[config.mk]
export PLATFORM = sky130hd
export DESIGN_NAME = simd_vector_unit
export DESIGN_NICKNAME = d
export VERILOG_FILES = /design/src/rtl/simd_vector_unit.sv
export SDC_FILE = /design/constraint.sdc
export NUM_CORES = 1
export LEC_CHECK = 0
export ABC_AREA = 1
export CAP_MARGIN = 20
export CORE_ASPECT_RATIO = 1.2
export CORE_MARGIN = 2
export CORE_UTILIZATION = 45
export DETAILED_ROUTE_END_ITERATION = 6
export GPL_TIMING_DRIVEN = 0
export PLACE_DENSITY = 0.74
export SYNTH_ARGS = -nofsm -noshare
export SYNTH_HDL_FRONTEND = slang
export SYNTH_SLANG_ARGS = --single-unit
[constraint.sdc]
create_clock -name clk -period 2.9 [get_ports clk]
set_input_delay 0.58 -clock clk [delete_from_list [all_inputs] [get_ports clk]]
set_output_delay 0.58 -clock clk [all_outputs]
set_load 0.02 [all_outputs]
[src/rtl/simd_vector_unit.sv]
// Buffered SIMD lane engine: queues incoming vectors in a circular FIFO and
// applies one broadcast-scalar instruction across every lane of each popped vector.
module simd_vector_unit #(
    parameter  int LANES = 4,
    parameter  int WIDTH = 8,
    parameter  int DEPTH = 16,
    localparam int CW    = $clog2(DEPTH) + 1
) (
    input  logic                   clk,
    input  logic                   reset,
    input  logic                   valid_data,
    input  logic [LANES*WIDTH-1:0] data,
    output logic                   data_ready,
    input  logic                   valid_instruction,
    input  logic [WIDTH+3:0]       instruction,
    input  logic [CW-1:0]          data_size,
    output logic                   instr_ready,
    output logic                   valid_output,
    input  logic                   out_ready,
    output logic [LANES*WIDTH-1:0] out,
    output logic                   busy,
    output logic                   error
);
    localparam int AW = $clog2(DEPTH);

    typedef enum logic {IDLE, RUN} state_t;

    state_t                 state, next_state;
    logic [LANES*WIDTH-1:0] mem [DEPTH];
    logic [LANES*WIDTH-1:0] head;
    logic [LANES*WIDTH-1:0] result;
    logic [AW-1:0]          wr_ptr, rd_ptr;
    logic [CW-1:0]          count, remaining;
    logic                   sat_q;
    logic [2:0]             op_q;
    logic [WIDTH-1:0]       imm_q;
    logic                   push, load, accept, reject;

    // ADD/SUB use one extra bit so the carry/borrow decides saturation.
    function automatic logic [WIDTH-1:0] lane_op(input logic [WIDTH-1:0] a,
                                                 input logic [WIDTH-1:0] b,
                                                 input logic [2:0]       op,
                                                 input logic             sat);
        logic [WIDTH:0] wide;
        wide    = '0;
        lane_op = a;
        case (op)
            3'd0: lane_op = a;
            3'd1: begin
                wide    = {1'b0, a} + {1'b0, b};
                lane_op = (sat && wide[WIDTH]) ? '1 : wide[WIDTH-1:0];
            end
            3'd2: begin
                wide    = {1'b0, a} - {1'b0, b};
                lane_op = (sat && wide[WIDTH]) ? '0 : wide[WIDTH-1:0];
            end
            3'd3: lane_op = a & b;
            3'd4: lane_op = a | b;
            3'd5: lane_op = a ^ b;
            3'd6: lane_op = (a > b) ? a : b;
            3'd7: lane_op = (a < b) ? a : b;
        endcase
    endfunction

    assign data_ready = (count != CW'(DEPTH));
    assign push       = valid_data && data_ready;
    assign load       = (state == RUN) && (remaining != '0) && (!valid_output || out_ready);
    assign accept     = (state == IDLE) && valid_instruction &&
                        (data_size != '0) && (data_size <= count);
    assign reject     = (state == IDLE) && valid_instruction && !accept;
    assign head       = mem[rd_ptr];

    for (genvar i = 0; i < LANES; i++) begin : g_lane
        assign result[i*WIDTH +: WIDTH] = lane_op(head[i*WIDTH +: WIDTH], imm_q, op_q, sat_q);
    end

    always_ff @(posedge clk or negedge reset) begin
        if (!reset) state <= IDLE;
        else        state <= next_state;
    end

    // RUN retires once nothing remains and the last result is gone or leaving now.
    always_comb begin
        next_state = state;
        case (state)
            IDLE: if (accept) next_state = RUN;
            RUN:  if ((remaining == '0) && (!valid_output || out_ready)) next_state = IDLE;
        endcase
    end

    always_comb begin
        busy        = (state == RUN);
        instr_ready = (state == IDLE);
    end

    always_ff @(posedge clk) begin
        if (push) mem[wr_ptr] <= data;
    end

    always_ff @(posedge clk or negedge reset) begin
        if (!reset) begin
            wr_ptr <= '0;
            rd_ptr <= '0;
            count  <= '0;
        end else begin
            if (push) wr_ptr <= wr_ptr + 1'b1;
            if (load) rd_ptr <= rd_ptr + 1'b1;
            case ({push, load})
                2'b10:   count <= count + 1'b1;
                2'b01:   count <= count - 1'b1;
                default: count <= count;
            endcase
        end
    end

    always_ff @(posedge clk or negedge reset) begin
        if (!reset) begin
            remaining    <= '0;
            valid_output <= 1'b0;
            out          <= '0;
            error        <= 1'b0;
            sat_q        <= 1'b0;
            op_q         <= '0;
            imm_q        <= '0;
        end else begin
            error <= reject;
            if (accept) begin
                sat_q     <= instruction[WIDTH+3];
                op_q      <= instruction[WIDTH+2:WIDTH];
                imm_q     <= instruction[WIDTH-1:0];
                remaining <= data_size;
            end else if (load) begin
                remaining <= remaining - 1'b1;
            end
            if (load) begin
                out          <= result;
                valid_output <= 1'b1;
            end else if (valid_output && out_ready) begin
                valid_output <= 1'b0;
            end
        end
    end
endmodule

======== Word-level counts from Yosys, hierarchy flattened ========
Memories as Yosys holds them, arrays and structs flattened.
Index checks and enable logic that the tools add are counted.
storage, ports and cells
  latch bits .............................. 0
  bits in writable memories ............... 512
  register bits after elaboration ......... 65
  memories kept ........................... 1
  output and inout port bits .............. 37
  bits of input ports ..................... 54
  ROM bits ................................ 0
  logic and storage cells ................. 114
memory list
  name  depth  width  rd ports  clocked after Yosys merged registers in  wr ports  RTL line  source
  mem   16     32     1         0                                        1         29        logic [LANES*WIDTH-1:0] mem [DEPTH];
cells by class
  mux-type cells .......................... 30
  divide/modulo/power cells ............... 0
  $lt $le $gt $ge ......................... 9
  shift operators ......................... 0
  $mul .................................... 0
  reduce and logical (&&, ||, !) cells .... 27
  equality and inequality tests ........... 10
  bitwise logic cells ..................... 13
  $add $sub $neg .......................... 13
operators with widths
  kind                 count
  $pmux 8 s8           4
  $mux 8               16
  $add 8x8->9          4
  $sub 8x8->9          4
  $and 8x8->8          4
  $gt 8x8->1           4
  $lt 8x8->1           4
  $or 8x8->8           4
  $xor 8x8->8          4
  $logic_and 1x1->1    17
  $eq 3x3->1 const B   4
  $mux 5               2
  $pmux 5 s2           1
  $reduce_bool 5->1    2
  $sub 5x1->5 const B  2
  $add 4x1->4 const B  2
  $eq 3x2->1 const B   2
  $mux 1               6
  $reduce_bool 2->1    3
  $add 5x1->5 const B  1
  $le 5x5->1           1
  $logic_not 5->1      1
  $ne 5x5->1 const B   1
  $eq 3x1->1 const B   1
  other kinds (7)      8

======== Depth between registers and ports, before layout ========
Gate-level depths: netlist of the first run.
  depth in word-level cells ............... 6
  depth in mapped cells ................... 30
  gate-level depth less buffers ........... 24

======== Worst setup path before layout of the first run ========
Ideal clock, no wire load.
  path type ............................... register -> register
  start point ............................. register rd_ptr[0]
  end point ............................... register out[18]
  library setup time ...................... 0.121 ns
  data required time ...................... 2.779 ns
  period minus slack after synthesis ...... 3.058 ns
  setup slack ............................. -0.158 ns
  buffers on the path ..................... 6
  cell stages (with the launch flop) ...... 26
  arrival time ............................ 2.937 ns
  path through ............................ dfrtp_1 > buf_6 > inv_2 > buf_6 > buf_12 > buf_6 > nor2_2 > nor2_1 > o21ai_1 > nand3_1 > nand3_2 > nand2_2 > inv_1 > ha_1 > buf_2 > nor2_1 > nand2_1 > nand2_1 > nand2_1 > nand3_1 > clkbuf_1 > a21oi_1 > nand2_1 > nand2_1 > o21bai_1 > nand2_1
between the ends
  longest elaborated chain between the ends .. 5
  elaborated cells between the ends (all ways) .. 15
  those cells by class .................... add/sub (2); order compare (2); mux (5); bitwise (3); reduce/logical (2); memory (1)
ends and longest elaborated chain
  what                                        RTL line  source
  start: declaration                          32        logic [AW-1:0] wr_ptr, rd_ptr;
  start signal: assignment                    107       if (load) rd_ptr <= rd_ptr + 1'b1;
  $mem_v2 16x32 (*)                           -
  $sub 8x8->9 or $add 8x8->9 (tied branches)  54, 50
  $logic_and 1x1->1 (on tied branches)        55, 51
  $mux 8 (on tied branches)                   55, 51
  $pmux 8 s8 (*)                              47        case (op)
  end signal: assignment                      136       out <= result;
  end: declaration                            20        output logic [LANES*WIDTH-1:0] out,
Mark *: on every way between the ends. The rest lies on a longest branch, timed or not.
A chain may end at the register's enable or synchronous reset.

======== Final worst setup path of the first run ========
  start point ............................. register rd_ptr[0]
  end point ............................... register out[4]
Same word-level chain as after synthesis.

==> results of run 1 <==
[how the worst max path moves through the flow]
stage | to | startpoint | slack, ps
2_1_floorplan | out[3] | rd_ptr[0] | -50
3_3_place_gp | mem[14][25] | valid_data | -2230
3_5_place_dp | out[12] | rd_ptr[2] | -1610
4_1_cts | out[3] | rd_ptr[0] | -600
5_1_grt | out[2] | rd_ptr[0] | -1030
6_report | out[4] | rd_ptr[0] | -1000
[flip-flops by register name, indices dropped and copies added, names as in the netlist]
name and count:
out 32, valid_output 1, error 1, wr_ptr 4, rd_ptr 4, mem 512, remaining 5, op_q 3
count 5, sat_q 1, busy 1, imm_q 8
[logic make-up after synthesis]
logic type | count (synthesis) | share of synthesized area, %
AOI/OAI and AO/OA | 506 | 9.24
xor gates and xnor gates | 34 | 0.995
adders and majority gates | 121 | 5.29
buffers and inverters | 433 | 6.36
DFF | 577 | 56.8
and+or+nand+nor | 1523 | 21.3
[metrics by stage]
stage               setup slack, ps  instance area, µm²  utilization (%)  hold slack [ps]  cells
floorplan                     -46.2               30100                -              284   3194
global placement              -2230               32100             48.8              456   4176
detailed placement            -1610               32600             49.5              410   4193
CTS                            -603               37000             56.2              288   4401
global route                  -1030               38700             58.7              322   4471
finish                        -1000               38700             58.7              298   4472
[layer usage]
layer  wire [µm]  GRT usage, %
met5           0             0
met4        9650          23.5
met3       13100          6.32
met2       51300          50.8
met1       37100          36.2
[final cells by class]
type	instances	area share, %
sequential	577	44.0
multi-input combinational	2184	34.0
timing repair buffer	291	7.93
clock buffer	70	3.89
buffer	155	3.72
inverter	270	2.92
tap	892	2.89
clock inverter	32	0.728
antenna	1	0.00647
[repair_timing]
action,in CTS,in global routing
hold buffers,1,0
resized for setup,465,303
hold endpoints to repair,6,0
setup buffers,88,75
gates cloned,17,4
setup endpoints to repair,35,34
pin swaps,105,183
[cells in the mapped netlist]
| cell type | number | area share (%) |
|---|---|---|
| sky130_fd_sc_hd__a21oi_1 | 145 | 2.4 |
| sky130_fd_sc_hd__inv_1 | 230 | 2.9 |
| sky130_fd_sc_hd__o21ai_0 | 211 | 3.5 |
| sky130_fd_sc_hd__nand2_2 | 23 | 0.48 |
| sky130_fd_sc_hd__o21bai_1 | 16 | 0.40 |
| sky130_fd_sc_hd__buf_2 | 79 | 1.3 |
| sky130_fd_sc_hd__buf_6 | 14 | 0.53 |
| sky130_fd_sc_hd__nor3_2 | 3 | 0.10 |
| sky130_fd_sc_hd__buf_1 | 11 | 0.14 |
| sky130_fd_sc_hd__o211ai_1 | 41 | 1.0 |
| sky130_fd_sc_hd__o31ai_1 | 1 | 0.025 |
| sky130_fd_sc_hd__nand3b_1 | 2 | 0.050 |
| sky130_fd_sc_hd__or2_0 | 1 | 0.021 |
| sky130_fd_sc_hd__buf_4 | 15 | 0.38 |
| sky130_fd_sc_hd__a221oi_1 | 3 | 0.088 |
| sky130_fd_sc_hd__nor2_2 | 19 | 0.40 |
| sky130_fd_sc_hd__fa_1 | 9 | 0.60 |
| sky130_fd_sc_hd__or2_2 | 4 | 0.084 |
| sky130_fd_sc_hd__clkinv_1 | 11 | 0.14 |
| sky130_fd_sc_hd__nand3_1 | 276 | 4.6 |
| sky130_fd_sc_hd__o22ai_1 | 5 | 0.10 |
| sky130_fd_sc_hd__nor2_1 | 463 | 5.8 |
| sky130_fd_sc_hd__clkbuf_1 | 43 | 0.54 |
| sky130_fd_sc_hd__inv_2 | 29 | 0.36 |
| sky130_fd_sc_hd__dfrtp_1 | 65 | 5.4 |
| sky130_fd_sc_hd__o221ai_1 | 10 | 0.29 |
| sky130_fd_sc_hd__nand4_1 | 10 | 0.21 |
| sky130_fd_sc_hd__nand3_2 | 22 | 0.74 |
| sky130_fd_sc_hd__a211oi_1 | 11 | 0.28 |
| sky130_fd_sc_hd__nor3_1 | 6 | 0.10 |
| sky130_fd_sc_hd__a31oi_1 | 1 | 0.021 |
| sky130_fd_sc_hd__ha_1 | 112 | 4.7 |
| sky130_fd_sc_hd__buf_12 | 1 | 0.067 |
| sky130_fd_sc_hd__xor2_1 | 28 | 0.82 |
| sky130_fd_sc_hd__o21ai_1 | 61 | 1.0 |
| sky130_fd_sc_hd__edfxtp_1 | 512 | 51 |
| sky130_fd_sc_hd__nand2_1 | 694 | 8.7 |
| sky130_fd_sc_hd__xnor2_1 | 6 | 0.18 |
| sky130_fd_sc_hd__a21oi_2 | 1 | 0.029 |
==> impl.org, run 1 <==
** Status
- The run finished, with violations left.
- Violations in the final reports :: setup timing

** Worst setup path
- STA classifies the critical path endpoint as a flop.
- The number of buffers and inverters on the critical path is 7.
- The largest single stage delay on the critical path is 480 ps.
- Setup slack on the worst reg-to-reg path comes out at -1000 ps.
- The worst register-to-register path ends at out[4].
- CP max FO :: 10
- For the worst setup path, the data required time is 3430 ps.
- Data on the critical path arrives at its endpoint at 4430 ps.
- Among cell families on the critical path, the largest total delay comes from simple AND/OR/NAND/NOR gates.
- Crit Reg-Reg Startpoint :: rd_ptr[0]
- STA classifies the critical path startpoint as a flop.
- Among all stages on the critical path, the largest delay is contributed by sky130_fd_sc_hd__nor2_1.
- The critical path goes through buf_6, buf_6, buf_8, nor2_1, nor2_1, o21ai_2, nand3_1, nand3_2, nand2_4, inv_2, ha_4, buf_6, nor2_4, inv_2, nor2_2, nand3_2, nand3_4, nand2_4, buf_6, nor2_4, nor2_2, o21bai_2, nand2_1.
- For the worst flop-to-flop path, the logic depth is 23.
- The critical path runs through a total of 23 cells.
- Most frequent cell on the critical path :: sky130_fd_sc_hd__buf_6
- Critical setup path kind :: reg2reg

** Final layout
- Register cell area after layout :: 17000 µm²
- Layout cells sized above 1 :: 25.7%
- The library cells used most frequently in the layout, excluding fill and tap cells, are sky130_fd_sc_hd__nand2_1 (594), sky130_fd_sc_hd__edfxtp_1 (512), sky130_fd_sc_hd__nor2_1 (401).
- Compared with the post-synthesis result, the final layout area differs by 29.2%.
- Area of the multi-input gates :: 13100 µm²
- The filler cells instantiated in the layout total 5225.
- NumNets Final :: 3711
- Leaving out fill and tap cells, the most frequent cell in the layout is sky130_fd_sc_hd__nand2_1.

** Logic synthesis
- Synthesis inferred 577 register bits.
- Synthesized area :: 29900 µm²
- Netlist cell types :: 39
- Post-Synthesis Net Count :: 3369
- Number of standard cells after synthesis :: 3194
- Dividing the synthesized area by the synthesized cell count gives 9.37 µm².
- Sequential elements use 56.8% of the synthesized area.
- Count of warnings emitted by yosys :: 0

** CTS
- At the later pin of the worst-skew pair, clock insertion delay measures 650 ps.
- Clock Tree Root :: sky130_fd_sc_hd__clkbuf_16
- The clock net in this run drives a total of 577 sinks.
- TritonCTS built the clock tree.
- Number of H-tree branching levels :: 2
- Clock-pin slew of the registers on the worst-case setup and hold paths :: 60 ps
- Inserted Clock Buffers :: 57
- Bufs on Longest Clock Path :: 3

** Route
- In this run, the number of DRC markers left after iteration 0 of detailed routing was 3244.
- Count of vias placed by the detailed router :: 26100
- The first detailed-routing pass ran for 6 iterations.
- Dividing the detail-routed via count by the number of cells gives 5.84.
- Wires add up to 111000 µm.
- In the final routed layout, each cell accounts on average for 24.9 µm.
- In the routed design, unresolved DRC markers number 0.
- The count of nets left with antenna violations once routing finished came out at 0.

** Timing
- Setup skew after layout :: 16.5 ps
- Setup repair after global routing could not meet its margin everywhere.
- Final total negative setup slack :: -21960 ps
- Timing would allow up to 256 MHz.
- Dividing the final minimum period by the clock period gives 135%.
- The hold violation total from the final report is 0.
- Setup Viol. Count Final :: 32
- The worst pin sits at a relative slew slack of 37.6%.
- Final max-slew violation count :: 0
- Once routing completed, OpenROAD measured the worst setup slack at -1000 ps.
- Final critical-path required period :: 3900 ps
- Transition time at the pin with the least slew margin :: 937 ps

** Placed design
- Sum of net half-perimeters after detailed placement :: 69700 µm
- During placement, the flow inserted port buffers numbering 90.
- At the end of routability-driven placement, the weighted congestion stood at 0.963.

** Floorplanning
- The region available for standard cell placement spans 65900 µm².
- The die covers 68600 µm².
- After floorplanning, the core was divided into 103 placement rows.
- Y dimension of the die :: 286 µm
- Width of the die :: 239 µm
- For this configuration, the core starts out at a cell density of 45.4%.
- Count of boundary I/O pins :: 91

** GRT
- Via count of the first global-routing pass :: 24900
- Global routing finished with a remaining overflow of 0.
- Initial antenna violation count :: 1
- Global routing used 31.1% of the available tracks.
- The first global-routing pass estimated 156000 µm of wire.
- Entering global routing, the biggest net connects 60 pins.

** Hold path
- Min-Delay Path Class :: in2async

** Job
- The tool flagged a number of max-cap violations equal to 0.
Power of run 1 is not shown: default switching activity piles up to over one toggle a cycle in this logic, so the estimate is an artifact.
==> run 2: changes to the inputs <==
- DONT_BUFFER_PORTS: default -> 1
- PLACE_DENSITY: 0.74 -> 0.72
==> run 2 against run 1 <==
  * The flow still finishes with violations (setup timing)
  * Via count rose by 0.33%
  * Flip-flop and latch count unchanged
  * Die area unchanged
  * Hold slack lost 280 ps
  * Critical path type unchanged
  * Largest cell class unchanged
==> impl.org, run 2 (synthesis gave the netlist of run 1 again) <==
** Status
- Run status: finished, violations left (unchanged).
- Violations in the final reports :: setup timing (unchanged)

** CTS
- Clock tree sinks :: 577 (unchanged)
- Clock Tree Root :: sky130_fd_sc_hd__clkbuf_16 (unchanged)
- CTS tree :: yes (unchanged)
- The H-tree depth is 2 (unchanged).
- Inserted Clock Buffers :: 57 (unchanged)
- The maximum clock path buffer count was 3 (unchanged).
- Clock-pin slew of the registers on the worst-case setup and hold paths :: 70 ps (was 60 ps)
- Clk Latency, worst-skew pair :: 660 ps (was 650 ps)

** GRT
- The number of antenna violations at the first check in global routing is 1 (unchanged).
- The maximum number of pins on one net before global-route repair came to 66 (was 60).
- The via count of the first global-routing pass came to 25200 (was 24900).
- The global-route wire length before repair is 156000 µm (about the same).
- Total congestion overflow after global routing :: 0 (unchanged)
- GR Util All Layers :: 31.0% (was 31.1%)

** Final layout
- The number of fill cells in the layout was 5120 (was 5225).
- The sequential standard cell area is 17000 µm² (unchanged).
- Most used cells in the layout excluding fill and tap cells: sky130_fd_sc_hd__nand2_1 (559), sky130_fd_sc_hd__edfxtp_1 (512), sky130_fd_sc_hd__nor2_1 (406) (was sky130_fd_sc_hd__nand2_1 (594), sky130_fd_sc_hd__edfxtp_1 (512), sky130_fd_sc_hd__nor2_1 (401)).
- The share of post-route cells with drive strength above 1 was 29.5% (was 25.7%).
- Number of diodes :: 0 (was 1)
- Reg with most FFs :: mem (unchanged)
- Number of flip-flops in the largest register :: 512 (unchanged)
- Registers with the highest flip-flop counts :: mem: 512 flops, out: 32 flops, imm_q: 8 flops (unchanged)
- The synthesis-to-finish area growth came to 29.8% (was 29.2%).
- Most frequent standard cell in the layout excluding fill and tap cells :: sky130_fd_sc_hd__nand2_1 (unchanged)
- The multi-input combinational cell area came to 13700 µm² (was 13100 µm²).
- NumNets Final :: 3645 (was 3711)

** Route
- The final routed DRC violation total was 0 (unchanged).
- The total wirelength of the detailed-routed design is 112000 µm (was 111000 µm).
- Count of vias placed by the detailed router :: 26200 (was 26100)
- The count of TritonRoute iterations in the first routing pass was 6 (unchanged).
- Wire length per cell after detailed routing :: 25.4 µm (was 24.9 µm)
- Initial DRC count :: 3484 (was 3244)
- Via count normalized by instance count :: 5.95 (was 5.84)
- Antenna viol nets, final :: 0 (unchanged)

** Timing
- Setup repair after global routing missed its margin: true (unchanged).
- Final hold violation count :: 0 (unchanged)
- The final clock period utilization by the worst path was 123% (was 135%).
- Final critical-path required period :: 3580 ps (was 3900 ps)
- The total setup violations reported at the end of the flow was 32 (unchanged).
- The fmax is 279 MHz (was 256 MHz).
- Final setup slack of the worst path :: -679 ps (was -1000 ps)
- Setup skew after layout :: 28.0 ps (was 16.5 ps)
- The hold slack came to 20.6 ps (was 298 ps).
- Final max-slew violation count :: 0 (unchanged)
- The worst slew margin relative to its limit was 28.4% (was 37.6%).
- Transition time at the pin with the least slew margin :: 1070 ps (was 937 ps)

** Worst setup path
- The kind of capture point of the worst setup path was a flop (unchanged).
- The type of the setup path with the least slack is reg2reg (unchanged).
- Critical path data required time :: 3440 ps (was 3430 ps)
- CP max FO :: 10 (unchanged)
- Startpoint types :: flop (unchanged)
- The data arrival time at the worst-slack endpoint is 4120 ps (was 4430 ps).

** Floorplanning
- Y dimension of the die :: 286 µm (unchanged)
- The number of top-level design ports came to 91 (unchanged).
- Die area :: 68600 µm² (unchanged)
- The die width came to 239 µm (unchanged).
- Starting density of the core :: 45.4% (unchanged)
- Std-Cell Rows :: 103 (unchanged)
- Std-Cell Core Area :: 65900 µm² (unchanged)

** Hold path
- Min-Delay Path Class :: in2reg (was in2async)

** Placed design
- The count of port buffers added during placement is 0 (was 90).
- The final RePlAce weighted congestion was 0.969 (was 0.963).
- Sum of net half-perimeters after detailed placement :: 68600 µm (was 69700 µm)

** Job
- The reported max-cap violation count came to 0 (unchanged).
run 2: stage by stage:
stage	utilization (%)	worst slack (ps)	setup TNS, ps	cells	cell area, µm²
floorplan	-	-46.2	-389	3194	30100
global placement	47.4	-1940	-824890	4086	31200
detailed placement	48.1	-1600	-45410	4102	31700
CTS	56.1	-573	-16060	4344	36900
global route	59.0	-770	-21700	4409	38800
finish	59.0	-679	-18780	4409	38800
run 2: final cells by class:
type | count | area share (%)
clock inverter | 42 | 1.02
tap | 892 | 2.87
inverter | 270 | 3.00
clock buffer | 64 | 3.74
timing repair buffer | 231 | 6.53
sequential | 577 | 43.8
multi-input combinational | 2184 | 35.3
buffer | 149 | 3.72
run 2: path summary, 6_finish.rpt:
kind | depth (start not counted) | slack (ps) | start | endpoint
setup / recovery | 21 | -680 | rd_ptr[0] | out[4]
hold reg to reg | 1 | 470 | count[4] | count[4]
setup reg to reg | 21 | -680 | rd_ptr[0] | out[4]
min in group asynchronous | 2 | 560 | reset | rd_ptr[2]
max in group asynchronous | 2 | 2030 | reset | out[27]
hold / removal | 0 | 20 | data[29] | mem[5][29]
run 2: worst max-delay path, cell delays in order, from the launching register on:
cell                       delay, ps
sky130_fd_sc_hd__dfrtp_1         370
sky130_fd_sc_hd__buf_6           180
sky130_fd_sc_hd__inv_8            60
sky130_fd_sc_hd__buf_12          150
sky130_fd_sc_hd__buf_12          160
sky130_fd_sc_hd__buf_12          150
sky130_fd_sc_hd__o21ai_0         230
sky130_fd_sc_hd__o211ai_1        190
sky130_fd_sc_hd__nand3_4         190
sky130_fd_sc_hd__nand2_4          90
sky130_fd_sc_hd__buf_4           160
sky130_fd_sc_hd__ha_1            260
sky130_fd_sc_hd__a21oi_2         210
sky130_fd_sc_hd__nor2_1           60
sky130_fd_sc_hd__nor2_1          130
sky130_fd_sc_hd__nand2_2          80
sky130_fd_sc_hd__nand2_4         120
sky130_fd_sc_hd__a21oi_2          80
sky130_fd_sc_hd__nor2_2          230
sky130_fd_sc_hd__nand2_1          90
sky130_fd_sc_hd__o21bai_2        190
sky130_fd_sc_hd__nand2_1          60
run 2: metal layers:
layer | vias to the layer above | global-route usage, % | share of wire, %
li1 | 11300 | - | -
met1 | 12400 | 35.2 | 33
met2 | 1928 | 50.4 | 47
met3 | 588 | 8.14 | 12
met4 | 2 | 22.9 | 8.3
met5 | - | 0 | 0.012
run 2: what timing repair did:
action | 4_1_cts | 5_1_grt
hold buffers | 2 | 0
cloned | 16 | 7
buffers inserted | 120 | 78
resized for setup | 569 | 376
hold endpoints to repair | 65 | 0
pin swaps | 213 | 278
setup endpoints to repair | 36 | 48
Power of run 2 is left out for the same reason.
